===== src/rtl/pc_stack_unit.sv =====
`default_nettype none
//------------------------------------------------------------------------------
// Module   : pc_stack_unit
// Purpose  : Program counter with increment, absolute and PC-relative jumps,
//            subroutine call/return through a hardware return-address stack,
//            a stall input and sticky stack overflow/underflow flags.
// Ports    : Clock, Resetn (async, active-low)
//            BusWires    - jump target or signed relative offset
//            stall       - freeze pc, stack and flags (clr_err still honoured)
//            pc_incr, pc_in, pc_rel, pc_call, pc_ret - command strobes
//            clr_err     - clear sticky error flags
//            pc          - current program counter
//            sp          - number of valid stack entries
//            stack_full, stack_empty, stack_ovf, stack_unf - stack status
// Revision : 1.0 - initial release
//------------------------------------------------------------------------------
module pc_stack_unit #(
   parameter int             W         = 16,
   parameter int             DEPTH     = 4,
   parameter logic [W-1:0]   RESET_VEC = '0
) (
   input  logic                         Clock,
   input  logic                         Resetn,
   input  logic [W-1:0]                 BusWires,
   input  logic                         stall,
   input  logic                         pc_incr,
   input  logic                         pc_in,
   input  logic                         pc_rel,
   input  logic                         pc_call,
   input  logic                         pc_ret,
   input  logic                         clr_err,
   output logic [W-1:0]                 pc,
   output logic [$clog2(DEPTH+1)-1:0]   sp,
   output logic                         stack_full,
   output logic                         stack_empty,
   output logic                         stack_ovf,
   output logic                         stack_unf
);

   localparam int                 c_SPW      = $clog2(DEPTH + 1);
   localparam int                 c_IW       = $clog2(DEPTH);
   localparam logic [c_SPW-1:0]   c_SP_ONE   = c_SPW'(1);
   localparam logic [c_SPW-1:0]   c_SP_DEPTH = c_SPW'(DEPTH);
   localparam logic [W-1:0]       c_PC_ONE   = W'(1);

   logic [W-1:0]       r_pc;
   logic [c_SPW-1:0]   r_sp;
   logic               r_ovf;
   logic               r_unf;
   logic [W-1:0]       r_stack [DEPTH];

   logic [W-1:0]       w_pc_plus1;
   logic [W-1:0]       w_pc_nxt;
   logic [c_SPW-1:0]   w_sp_dec;
   logic [c_SPW-1:0]   w_sp_nxt;
   logic               w_full;
   logic               w_empty;
   logic               w_push;
   logic               w_ovf_set;
   logic               w_unf_set;

   assign w_pc_plus1 = r_pc + c_PC_ONE;
   assign w_sp_dec   = r_sp - c_SP_ONE;
   assign w_full     = (r_sp == c_SP_DEPTH);
   assign w_empty    = (r_sp == '0);

   // Priority chain: stall > ret > call > in > rel > incr > hold.
   always_comb begin
      w_pc_nxt  = r_pc;
      w_sp_nxt  = r_sp;
      w_push    = 1'b0;
      w_ovf_set = 1'b0;
      w_unf_set = 1'b0;
      if (!stall) begin
         if (pc_ret) begin
            if (!w_empty) begin
               w_pc_nxt = r_stack[w_sp_dec[c_IW-1:0]];
               w_sp_nxt = w_sp_dec;
            end else begin
               // Return with nothing on the stack behaves as a no-op instruction.
               w_pc_nxt  = w_pc_plus1;
               w_unf_set = 1'b1;
            end
         end else if (pc_call) begin
            // The jump is taken even when the push is refused.
            w_pc_nxt = BusWires;
            if (!w_full) begin
               w_push   = 1'b1;
               w_sp_nxt = r_sp + c_SP_ONE;
            end else begin
               w_ovf_set = 1'b1;
            end
         end else if (pc_in) begin
            w_pc_nxt = BusWires;
         end else if (pc_rel) begin
            // Modulo-2^W add makes an unsigned add equal to a signed offset.
            w_pc_nxt = r_pc + BusWires;
         end else if (pc_incr) begin
            w_pc_nxt = w_pc_plus1;
         end
      end
   end

   always_ff @(posedge Clock or negedge Resetn) begin
      if (!Resetn) begin
         r_pc  <= RESET_VEC;
         r_sp  <= '0;
         r_ovf <= 1'b0;
         r_unf <= 1'b0;
      end else begin
         r_pc <= w_pc_nxt;
         r_sp <= w_sp_nxt;
         // A new error in the same cycle as clr_err leaves the flag set.
         if (w_ovf_set)
            r_ovf <= 1'b1;
         else if (clr_err)
            r_ovf <= 1'b0;
         if (w_unf_set)
            r_unf <= 1'b1;
         else if (clr_err)
            r_unf <= 1'b0;
      end
   end

   // Stack contents are don't-care after reset, so the array carries no reset.
   always_ff @(posedge Clock) begin
      if (w_push)
         r_stack[r_sp[c_IW-1:0]] <= w_pc_plus1;
   end

   assign pc          = r_pc;
   assign sp          = r_sp;
   assign stack_full  = w_full;
   assign stack_empty = w_empty;
   assign stack_ovf   = r_ovf;
   assign stack_unf   = r_unf;

endmodule
`default_nettype wire


===== config.mk =====
export PLATFORM = sky130hd
export DESIGN_NAME = pc_stack_unit
export DESIGN_NICKNAME = d
export VERILOG_FILES = /design/src/rtl/pc_stack_unit.sv
export SDC_FILE = /design/constraint.sdc
export NUM_CORES = 1
export LEC_CHECK = 0
export CAP_MARGIN = 20
export CORE_UTILIZATION = 50
export CTS_CLUSTER_SIZE = 24
export DETAILED_ROUTE_END_ITERATION = 10
export GPL_TIMING_DRIVEN = 0
export PLACE_DENSITY = 0.71
export SYNTH_ARGS = -nofsm -noshare
export SYNTH_HDL_FRONTEND = slang
export SYNTH_SLANG_ARGS = --single-unit

===== constraint.sdc =====
create_clock -name Clock -period 4.09 [get_ports Clock]
set_input_delay 0.6135 -clock Clock [delete_from_list [all_inputs] [get_ports Clock]]
set_output_delay 0.6135 -clock Clock [all_outputs]
set_load 0.01 [all_outputs]

==> flow_metrics.py <==
metrics = {
    "logic_synthesis": {
        "syn_area_mm2": 0.00516,
        "ys_top_cells_by_area": "edfxtp_1, dfrtp_1, mux4_2",
        "synth_largest_area_cell": "edfxtp_1",
        "yosysTopAreaCellShare_pct": 37.2,
        "yosys_warnings": 0,
        "ys_ff_latch": 85,
        "synth_edf_count": 64,
        "synth_area_per_cell_um2": 11.1,
        "syn_inst": 463,
        "async_flop_share_pct": 24.7,
        "synth-main-ff-cell": "edfxtp_1",
        "synth_fp_nets": 511,
        "synth_cell_types": 69,
        "ys_seq_area_share_pct": 47.4,
    },
    "grt": {
        "grt_pass1_wl_mm": 21.6,
        "first_global_vias": 3970,
        "grt_usage_pct": 26.2,
        "grt_overflow_total": 0,
        "grt_max_degree": 22,
        "antenna_found_initial": 0,
    },
    "clock_network": {
        "cts_tree": "done",
        "clk_pin_slew_ns": 0.09,
        "htreeDepth": 3,
        "cts_hold_buf": 0,
        "clk_latency_ns": 0.35,
        "cts.sinks": 85,
        "cts_setup_buffers": 0,
        "cts_resized": 0,
        "cts-root-buf": "clkbuf_8",
        "clock_path_buffers": 2,
        "cts_buffers": 9,
    },
    "setup_path": {
        "endpoint_kind": "flop",
        "crit_type": "flop to flop",
        "critPathArrivalTime_ns": 3.69,
        "required_ns": 4.30,
        "worstSetupStartpointType": "flop",
        "path_max_fanout": 10,
    },
    "placement": {
        "numPlacedInstances": 642,
        "portBuffers": 46,
        "dp_worst_setup_slack_ns": 0.525,
        "gp_congestion": 0.896,
        "dp_hpwl_mm": 10.0,
    },
    "routing": {
        "drt_iter0_markers": 281,
        "wl_per_cell_um": 20.2,
        "first_pass_iters": 5,
        "vias_per_cell": 6.14,
        "drc": 0,
        "wl_mm": 13.3,
        "vias": 4047,
        "ant_nets": 0,
    },
    "layout": {
        "diodes": 0,
        "nNetsFinal": 569,
        "syn_to_final_growth_pct": 17.0,
        "fin_cells": 659,
        "drive_gt1_share_pct": 11.6,
    },
    "timing": {
        "setup_viol": 0,
        "hold_violations": 0,
        "relSlewSlack_pct": 44.7,
        "fin_crit_ns": 3.48,
        "rsz0062_at_grt": "false",
        "min_period_over_period_pct": 85.0,
        "skew_ns": 0.0127,
        "clock.fmax_ghz": 0.288,
        "setup_ws_ns": 0.614,
        "final_max_slew_viol_count": 0,
        "fin_setup_tns_ns": 0,
        "fin_hold_ws_ns": 0.459,
        "worstMarginPinSlew_ns": 0.829,
    },
    "die": {
        "start_util_pct": 52.1,
        "die_w_um": 104,
        "core_mm2": 0.00991,
        "io_pins": 48,
        "die_h_um": 104,
        "die-area_mm2": 0.0107,
        "row_count": 36,
    },
    "min_path": {
        "hold_path_class": "input pin to async pin",
    },
    "power": {
        "internal_power_mw": 2.45,
        "swShare_pct": 41.2,
        "p_leak_nw": 2.21,
        "p_clk_share_pct": 15.9,
        "switchingPower_mw": 1.71,
        "seqPwrFrac_pct": 32.8,
        "worst_ir_drop_vdd_v": 0.000304,
        "combPwrFrac_pct": 51.4,
        "cellPowerDensity_mw_per_mm2": 690,
    },
    "status": {
        "run_status": "completed",
    },
    "job": {
        "maxCapViolCount": 0,
    },
}
cell families (layout without fill, tap and decap cells):
| logic type | after synthesis | in the layout | synth area share, % |
|---|---|---|---|
| adders and majority gates | 23 | 23 | 5.72 |
| buffers and inverters | 41 | 104 | 3.83 |
| xor gates and xnor gates | 23 | 23 | 3.90 |
| DFF | 85 | 85 | 47.4 |
| AOI/OAI and AO/OA | 135 | 135 | 17.3 |
| and+or+nand+nor | 134 | 134 | 13.6 |
| muxes | 22 | 22 | 8.15 |
sequential cells by signal, indices dropped and copies added (netlist names):
| register | flops |
|---|---|
| stack_ovf | 1 |
| r_stack | 64 |
| sp | 3 |
| stack_unf | 1 |
| pc | 16 |
final cells by class:
class | instances | area (um^2)
clock inverter | 6 | 95.1
clock buffer | 10 | 128
timing repair buffer | 47 | 488
multi-input combinational | 337 | 2520
inverter | 17 | 63.8
tap | 133 | 166
fill | 814 | 3870
buffer | 24 | 134
sequential | 85 | 2450
routing by layer:
metal	vias up	wire (um)	track usage, %
met2	169	6560	43.1
li1	1904	-	-
met3	22	852	3.84
met5	-	0	0
met4	0	212	9.11
met1	1952	5690	35.5
placed cells by master (no fill, tap or decap), types with 7 or more instances in the layout:
| cell type | count |
|---|---|
| a21oi_1 | 34 |
| clkbuf_1 | 10 |
| o21ai_0 | 26 |
| xor2_1 | 11 |
| ha_1 | 22 |
| clkdlybuf4s50_1 | 46 |
| a31oi_1 | 12 |
| xnor2_1 | 12 |
| buf_2 | 11 |
| mux4_2 | 16 |
| dfrtp_1 | 21 |
| edfxtp_1 | 64 |
| nand3_1 | 17 |
| nand2_1 | 44 |
| a21o_1 | 7 |
| nor2_1 | 26 |
| inv_1 | 17 |
| nand4_1 | 8 |
| clkbuf_8 | 9 |
power by group through the flow:
| stage | sequential, mW | clock, mW | combinational (mW) |
|---|---|---|---|
| final | 1.36 | 0.660 | 2.14 |
| after global routing | 1.39 | 0.708 | 2.33 |
| after CTS | 1.36 | 0.672 | 2.12 |
| after detailed placement | 1.38 | 0 | 2.11 |
| after global placement | 1.37 | 0 | 2.07 |
| after floorplan | 1.36 | 0 | 1.41 |
synth_stat cells, drive strengths merged (5+ instances only):
library cell   n
edfxtp        64
nand2         44
a21oi         34
o21ai         30
nor2          26
ha            22
dfrtp         21
inv           17
nand3         17
mux4          16
buf           15
a31oi         12
xnor2         12
xor2          11
clkbuf         9
nand4          9
a21o           7
and2           6
mux2i          6
o211ai         6
a211oi         5
and3           5
nor4           5
critical path: stages, from the launching register on:
cell and delay (ns):
dfrtp_1 0.40, buf_2 0.29, buf_2 0.38, inv_1 0.15, ha_1 0.30, clkbuf_1 0.35
clkbuf_1 0.55, mux4_2 0.40, nand2_1 0.09, a21oi_1 0.07, a21oi_1 0.19, o311ai_1 0.15
final timing paths:
check / from / cells after the start / end / slack [ns]
max: sp[0]$_DFFE_PN0P_ / 11 / pc[13]$_DFFE_PN0P_ / 0.61
min reg2reg: stack_ovf$_DFFE_PN0P_ / 2 / stack_ovf$_DFFE_PN0P_ / 0.54
min: Resetn / 1 / pc[15]$_DFFE_PN0P_ / 0.46
min in group Clock: stack_ovf$_DFFE_PN0P_ / 2 / stack_ovf$_DFFE_PN0P_ / 0.54
max reg2reg: sp[0]$_DFFE_PN0P_ / 11 / pc[13]$_DFFE_PN0P_ / 0.61
max in group asynchronous: Resetn / 2 / sp[0]$_DFFE_PN0P_ / 3.26
per-stage QoR:
stage / area (um^2) / util, % / total power, mW
after global routing: 6040 / 60.9 / 4.43
after CTS: 6010 / 60.7 / 4.15
after detailed placement: 5790 / 58.4 / 3.49
final: 6040 / 60.9 / 4.16
after global placement: 5790 / 58.4 / 3.44
after floorplan: 5160 / - / 2.78
Power figures use the tool's default switching activity.
